### src/rtl/prime_pkg.sv
// Shared definitions for the prime neighbour search block: FSM states,
// engine direction and search constants.
package prime_pkg;

  typedef enum logic [1:0] {
    IDLE   = 2'd0,
    SEARCH = 2'd1,
    DONE   = 2'd2
  } state_e;

  typedef enum logic {
    DIR_UP  = 1'b0,
    DIR_LOW = 1'b1
  } dir_e;

  // First trial divisor for every new candidate.
  localparam int DIV_START = 2;
  // Widest supported operand; sizes the divisor register.
  localparam int W_MAX     = 16;

endpackage

### src/rtl/prime_neighbor_search_if.sv
// Request/response bundle for prime_neighbor_search. The master side issues
// a query N and takes the neighbouring primes; the slave side is the search.
interface prime_neighbor_search_if #(
  parameter int W = 14
);
  logic         in_valid;
  logic         in_ready;
  logic [W-1:0] in_n;
  logic         out_valid;
  logic         out_ready;
  logic [W-1:0] up_prime;
  logic [W-1:0] low_prime;
  logic         up_none;
  logic         low_none;
  logic         busy;

  modport master (
    output in_valid, in_n, out_ready,
    input  in_ready, out_valid, up_prime, low_prime, up_none, low_none, busy
  );

  modport slave (
    input  in_valid, in_n, out_ready,
    output in_ready, out_valid, up_prime, low_prime, up_none, low_none, busy
  );
endinterface

### src/rtl/prime_trial_unit.sv
// One trial-division engine. Walks candidates away from N (up or down) and
// tests one divisor per cycle until a prime or the range edge is found.
// Build option: PRIME_SKIP_EVEN_EN -- odd divisors only after 2 and even
// candidates stepped over, giving the same answers in fewer cycles.
module prime_trial_unit
  import prime_pkg::*;
#(
  parameter int   W   = 14,
  parameter dir_e DIR = DIR_UP
) (
  input  logic         clk,
  input  logic         reset,
  input  logic         start,
  input  logic         run,
  input  logic [W-1:0] n,
  output logic         done,
  output logic         none,
  output logic [W-1:0] prime
);

`ifdef PRIME_SKIP_EVEN_EN
  localparam bit SKIP_EVEN = 1'b1;
`else
  localparam bit SKIP_EVEN = 1'b0;
`endif

  localparam int          DW    = W_MAX / 2 + 2;
  localparam int          XW    = 32;
  localparam logic [XW-1:0] LIMIT = XW'(1) << W;

  logic [W:0]    cand_reg, cand_next;
  logic [DW-1:0] div_reg, div_next, div_adv;
  logic          done_reg, done_next;
  logic          none_reg, none_next;
  logic [W-1:0]  prime_reg, prime_next;

  logic [XW-1:0] c_ext, d_ext, a_ext, sq, sq_adv, rem, step, moved;
  logic          c_neg, c_over, c_small, skip_two;

  // Arithmetic for the current (candidate, divisor) pair. The square of the
  // following divisor is also checked so a candidate is declared prime as
  // soon as its last needed divisor has been tried.
  always_comb begin
    c_ext    = XW'(cand_reg);
    d_ext    = XW'(div_reg);
    div_adv  = (SKIP_EVEN && div_reg != DW'(DIV_START)) ? div_reg + DW'(2) : div_reg + DW'(1);
    a_ext    = XW'(div_adv);
    sq       = d_ext * d_ext;
    sq_adv   = a_ext * a_ext;
    rem      = c_ext % d_ext;
    c_neg    = (DIR == DIR_LOW) && cand_reg[W];
    c_over   = (DIR == DIR_UP) && cand_reg[W];
    c_small  = c_neg || (cand_reg < (W+1)'(2));
    skip_two = SKIP_EVEN && cand_reg[0] && (cand_reg >= (W+1)'(3));
    step     = skip_two ? XW'(2) : XW'(1);
    moved    = (DIR == DIR_UP) ? c_ext + step : c_ext - step;
  end

  // Engine next state: load on start, search while running, hold once done.
  always_comb begin
    cand_next  = cand_reg;
    div_next   = div_reg;
    done_next  = done_reg;
    none_next  = none_reg;
    prime_next = prime_reg;
    if (start) begin
      cand_next  = (DIR == DIR_UP) ? {1'b0, n} + (W+1)'(1) : {1'b0, n} - (W+1)'(1);
      div_next   = DW'(DIV_START);
      done_next  = 1'b0;
      none_next  = 1'b0;
      prime_next = '0;
    end else if (run && !done_reg) begin
      if (c_over || (DIR == DIR_LOW && c_small)) begin
        done_next = 1'b1;
        none_next = 1'b1;
      end else if (!c_small && sq > c_ext) begin
        done_next  = 1'b1;
        prime_next = cand_reg[W-1:0];
      end else if (c_small || rem == '0) begin
        div_next = DW'(DIV_START);
        if (DIR == DIR_UP && moved >= LIMIT) begin
          done_next = 1'b1;
          none_next = 1'b1;
        end else begin
          cand_next = moved[W:0];
        end
      end else if (sq_adv > c_ext) begin
        done_next  = 1'b1;
        prime_next = cand_reg[W-1:0];
      end else begin
        div_next = div_adv;
      end
    end
  end

  // Engine state registers.
  always_ff @(posedge clk or posedge reset) begin
    if (reset) begin
      cand_reg  <= '0;
      div_reg   <= DW'(DIV_START);
      done_reg  <= 1'b0;
      none_reg  <= 1'b0;
      prime_reg <= '0;
    end else begin
      cand_reg  <= cand_next;
      div_reg   <= div_next;
      done_reg  <= done_next;
      none_reg  <= none_next;
      prime_reg <= prime_next;
    end
  end

  // done reflects the cycle an engine concludes so the FSM can leave SEARCH
  // on the same edge the result is registered.
  assign done  = done_next;
  assign none  = none_reg;
  assign prime = prime_reg;

endmodule

### src/rtl/prime_neighbor_search.sv
// Finds the nearest primes above and below a query N with two trial-division
// engines running side by side, then holds the pair until it is taken.
// Build option: PRIME_SKIP_EVEN_EN (passed through to the engines).
module prime_neighbor_search
  import prime_pkg::*;
#(
  parameter int W = 14
) (
  input logic                     clk,
  input logic                     reset,
  prime_neighbor_search_if.slave  bus
);

  state_e       state_reg, state_next;
  logic         capture, run;
  logic         up_done, low_done;
  logic         up_none_w, low_none_w;
  logic [W-1:0] up_prime_w, low_prime_w;
  logic         in_ready_c, out_valid_c, busy_c;

  assign capture = (state_reg == IDLE) && bus.in_valid;
  assign run     = (state_reg == SEARCH);

  prime_trial_unit #(.W(W), .DIR(DIR_UP)) u_up (
    .clk   (clk),
    .reset (reset),
    .start (capture),
    .run   (run),
    .n     (bus.in_n),
    .done  (up_done),
    .none  (up_none_w),
    .prime (up_prime_w)
  );

  prime_trial_unit #(.W(W), .DIR(DIR_LOW)) u_low (
    .clk   (clk),
    .reset (reset),
    .start (capture),
    .run   (run),
    .n     (bus.in_n),
    .done  (low_done),
    .none  (low_none_w),
    .prime (low_prime_w)
  );

  // FSM state register; reset abandons any query in flight.
  always_ff @(posedge clk or posedge reset) begin
    if (reset) state_reg <= IDLE;
    else       state_reg <= state_next;
  end

  // FSM transitions and handshake outputs.
  always_comb begin
    state_next  = state_reg;
    in_ready_c  = 1'b0;
    out_valid_c = 1'b0;
    busy_c      = 1'b0;
    unique case (state_reg)
      IDLE: begin
        in_ready_c = 1'b1;
        if (bus.in_valid) state_next = SEARCH;
      end
      SEARCH: begin
        busy_c = 1'b1;
        if (up_done && low_done) state_next = DONE;
      end
      DONE: begin
        out_valid_c = 1'b1;
        if (bus.out_ready) state_next = IDLE;
      end
      default: state_next = IDLE;
    endcase
  end

  assign bus.in_ready  = in_ready_c;
  assign bus.out_valid = out_valid_c;
  assign bus.busy      = busy_c;
  assign bus.up_prime  = up_prime_w;
  assign bus.low_prime = low_prime_w;
  assign bus.up_none   = up_none_w;
  assign bus.low_none  = low_none_w;

endmodule
### src/flat_wrapper.sv
// flat-port wrapper written by rule: the top's interface ports become plain ports
module prime_neighbor_search_flat import prime_pkg::*;
#(
  parameter int W = 14
)
  (clk, reset, bus_in_valid, bus_in_n, bus_out_ready, bus_in_ready, bus_out_valid, bus_up_prime, bus_low_prime, bus_up_none, bus_low_none, bus_busy);
  prime_neighbor_search_if #(.W(W)) bus_i ();
  input logic clk;
  input logic reset;
  input wire logic [$bits(bus_i.in_valid)-1:0] bus_in_valid;
  input wire logic [$bits(bus_i.in_n)-1:0] bus_in_n;
  input wire logic [$bits(bus_i.out_ready)-1:0] bus_out_ready;
  output wire logic [$bits(bus_i.in_ready)-1:0] bus_in_ready;
  output wire logic [$bits(bus_i.out_valid)-1:0] bus_out_valid;
  output wire logic [$bits(bus_i.up_prime)-1:0] bus_up_prime;
  output wire logic [$bits(bus_i.low_prime)-1:0] bus_low_prime;
  output wire logic [$bits(bus_i.up_none)-1:0] bus_up_none;
  output wire logic [$bits(bus_i.low_none)-1:0] bus_low_none;
  output wire logic [$bits(bus_i.busy)-1:0] bus_busy;
  assign bus_i.in_valid = bus_in_valid;
  assign bus_i.in_n = bus_in_n;
  assign bus_i.out_ready = bus_out_ready;
  assign bus_in_ready = bus_i.in_ready;
  assign bus_out_valid = bus_i.out_valid;
  assign bus_up_prime = bus_i.up_prime;
  assign bus_low_prime = bus_i.low_prime;
  assign bus_up_none = bus_i.up_none;
  assign bus_low_none = bus_i.low_none;
  assign bus_busy = bus_i.busy;
  prime_neighbor_search #(.W(W)) u_core (.clk(clk), .reset(reset), .bus(bus_i));
endmodule
### config.mk
export PLATFORM = sky130hd
export DESIGN_NAME = prime_neighbor_search_flat
export DESIGN_NICKNAME = d
export VERILOG_FILES = /design/src/rtl/prime_pkg.sv /design/src/rtl/prime_neighbor_search_if.sv /design/src/rtl/prime_trial_unit.sv /design/src/rtl/prime_neighbor_search.sv /design/src/flat_wrapper.sv
export SDC_FILE = /design/constraint.sdc
export NUM_CORES = 2
export LEC_CHECK = 0
export ABC_AREA = 1
export CAP_MARGIN = 10
export CELL_PAD_IN_SITES_DETAIL_PLACEMENT = 1
export CELL_PAD_IN_SITES_GLOBAL_PLACEMENT = 1
export CORE_AREA = 2 2 410 412
export DETAILED_ROUTE_END_ITERATION = 8
export DIE_AREA = 0 0 412 414
export PLACE_DENSITY_LB_ADDON = 0.25
export SYNTH_ARGS = -nofsm -noshare
export SYNTH_HDL_FRONTEND = slang
export SYNTH_SLANG_ARGS = --single-unit
### constraint.sdc
create_clock -name clk -period 68.3 [get_ports clk]
set_clock_uncertainty 0.05 [all_clocks]
set_input_delay 6.83 -clock clk [delete_from_list [all_inputs] [get_ports clk]]
set_output_delay 6.83 -clock clk [all_outputs]
set_load 0.005 [all_outputs]
==> impl_metrics.toml <==
[outcome]
status = "complete, no violations"

[place]
port_buffers = 50
gp_congestion = 0.937
dp_hpwl_mm = 210

[cts]
cts_tree = "done"
clk_pin_slew_ns = 0.07
htree_num_levels = 3
clk_latency_ns = 0.41
clockBufferDepth = 2
cts_inserted_buffers = 9
cts-root-buf = "clkbuf_16"
cts.sinks = 84

[timing]
hold_violations = 0
timing.fmax_mhz = 15.5
slew_violations = 0
maxSlewHeadroom = 0.349
fin_crit_sh = 0.942
fin_crit_ns = 64.36
setup_violations = 0
worst_pin_slew_ns = 0.973
tns_ns = 0
fin_worst_hold_slack_ns = 0.459

[logic_synthesis]
netlist_area_mm2 = 0.0661
yosys_warnings = 0
avgSynthCellArea_um2 = 5.88
ys_seq_area_frac = 0.0318
synthCells = 11233
ys.flop_type = "dfrtp_1"
synth.distinct_cells = 84
synth-async-reset-ratio = 1.00
yosys_register_bits = 84
synth_edf_count = 0

[routing]
vias_per_cell = 5.41
drc = 0
vias = 75636
drt_iter0_drc = 3561
wire_per_inst_um = 18.4
routed_wl_mm = 258
ant_nets = 0
firstDrtPassIters = 6

[layout]
mostFrequentLayoutCells = "2,728 x nand2_1, 1,765 x inv_1, 979 x nor2_1, 829 x nand3_1, 762 x ha_1"
regArea_mm2 = 0.00211
drive_gt1_frac = 0.173
multi_input_area_mm2 = 0.0578
n_fill_cell = 23155
final_common_cell = "nand2_1"
final_util = 0.459
nets = 12791
syn_to_final_growth_pct = 15.5

[global_route]
grt.total_usage = 0.286
antenna_found_initial = 3
met3_usage = 0.0185
grt_pass1_vias = 77157
grt_util_met1 = 0.370
grt-ovfl-total = 0
globalRouteMet2Util = 0.510
grt_pass1_wl_mm = 403
grt_most_used_layer = "met2"
grt_max_degree = 44

[worst_setup_path]
cp.arrival_ns = 64.57
critPathCaptureType = "register"
worst-path-buf-inv = 91
crit_type = "reg -> reg"
critPathRequiredTime_ns = 68.51
start_kind = "register"
crit_path_max_incr_delay_ns = 0.40
cp_max_fo = 13
crit_family = "simple AND/OR/NAND/NOR gates"
slowest_stage = "dfrtp_1"
path_common_cell = "nand2_1"

[floorplanning]
initial_core_util = 0.397
rows = 150
dieArea_mm2 = 0.171
io_pins = 51
die_w_um = 412
coreArea_mm2 = 0.166
die_y_um = 414

[min_path]
hold_path_class = "reg -> reg"

[run]
max_cap_viol_count = 0
cell families (layout without fill, tap and decap cells):
kind of cell,after synthesis,in the layout,synth area share
other,1,35,0.0000567
and+or+nand+nor,5868,5878,0.416
muxes,2,2,0.000322
adders and majority gates,995,995,0.209
xor gates and xnor gates,584,584,0.0774
DFF,84,84,0.0318
buffers and inverters,2201,2709,0.135
AOI/OAI and AO/OA,1498,1499,0.129
path summary, 6_finish.rpt:
| path | start | end | slack, ns | cells past startpoint |
|---|---|---|---|---|
| worst min-delay path | u_core.u_low.none | u_core.u_low.none | 0.46 | 2 |
| min in group asynchronous | reset | u_core.u_low.prime[10] | 6.96 | 2 |
| max in group asynchronous | reset | u_core.u_up.cand_reg[2] | 60.00 | 3 |
| worst max register to register | u_core.u_up.cand_reg[1] | u_core.u_up.cand_reg[9] | 3.94 | 506 |
| worst max-delay path | u_core.u_up.cand_reg[1] | u_core.u_up.cand_reg[9] | 3.94 | 506 |
| worst min register to register | u_core.u_low.none | u_core.u_low.none | 0.46 | 2 |
per-stage QoR:
step / std cells / area [um^2] / worst slack, ns
floorplan: 11264 / 66400 / 0.0126
global placement: 13662 / 70900 / -0.275
detailed placement: 13662 / 70900 / -4.16
CTS: 13717 / 72000 / 0.00227
global route: 13988 / 76300 / -1.02
finish: 13990 / 76400 / 3.94
worst reg2reg max path: cells and delay by family (launching register included):
family | cells | cell delay (ns)
adder cells (fa/ha/maj) | 32 | 9.03
buffers and inverters | 91 | 8.04
flip-flops | 1 | 0.40
AO/OA/AOI/OAI | 133 | 19.93
AND/OR/NAND/NOR | 249 | 26.49
multiplexers | 1 | 0.33
routing by layer:
layer  up-vias  share of wire
met5         -              0
met4         0          0.031
met3       410          0.028
met2      1183           0.49
met1     36728           0.45
li1      37315              -
layout make-up:
cell class | instances | share of cell area
inverters | 1990 | 0.0998
clock buffers | 10 | 0.00313
repair inverters | 6 | 0.000574
flip-flops and latches | 84 | 0.0276
diodes | 3 | 0.0000983
multi-input cells | 8990 | 0.757
clock inverters | 6 | 0.00208
well taps | 2204 | 0.0361
repair buffers | 697 | 0.0733
Yosys cell counts, types with 28 or more instances:
library cell  instances  share of area
a21o_1               52         0.0059
or2_2                63         0.0060
nand3_1             855          0.065
nand3_2             140          0.021
a21oi_1             457          0.035
nor2_4               64          0.011
o21ai_2              45         0.0060
ha_1                810           0.15
o21ai_0             557          0.042
dfrtp_1              82          0.031
o21bai_1             71         0.0081
fa_1                185          0.056
inv_1              1821           0.10
xnor2_1             213          0.028
inv_2               123         0.0070
nand2_4              49         0.0083
buf_6                43         0.0073
o21ai_1             108         0.0082
nand2_2             187          0.018
buf_4                37         0.0042
nand4_1             321          0.030
clkinv_1             28         0.0016
xor2_1              371          0.049
nor2_1             1044          0.059
nand3b_1             55         0.0062
nand2_1            2792           0.16
o31ai_1              39         0.0044
nor3_1              121         0.0092
nor2_2               85         0.0080
clkbuf_1             93         0.0053
what timing repair did:
item / 4_1_cts / 5_1_grt
pin swaps: 29 / 301
hold buffers: 0 / 0
setup endpoints to repair: 82 / 82
gates cloned: 5 / 19
gates resized for setup: 118 / 647
buffers inserted: 34 / 251
Power is not shown: default switching activity piles up to over one toggle a cycle in this logic, so the estimate is an artifact.
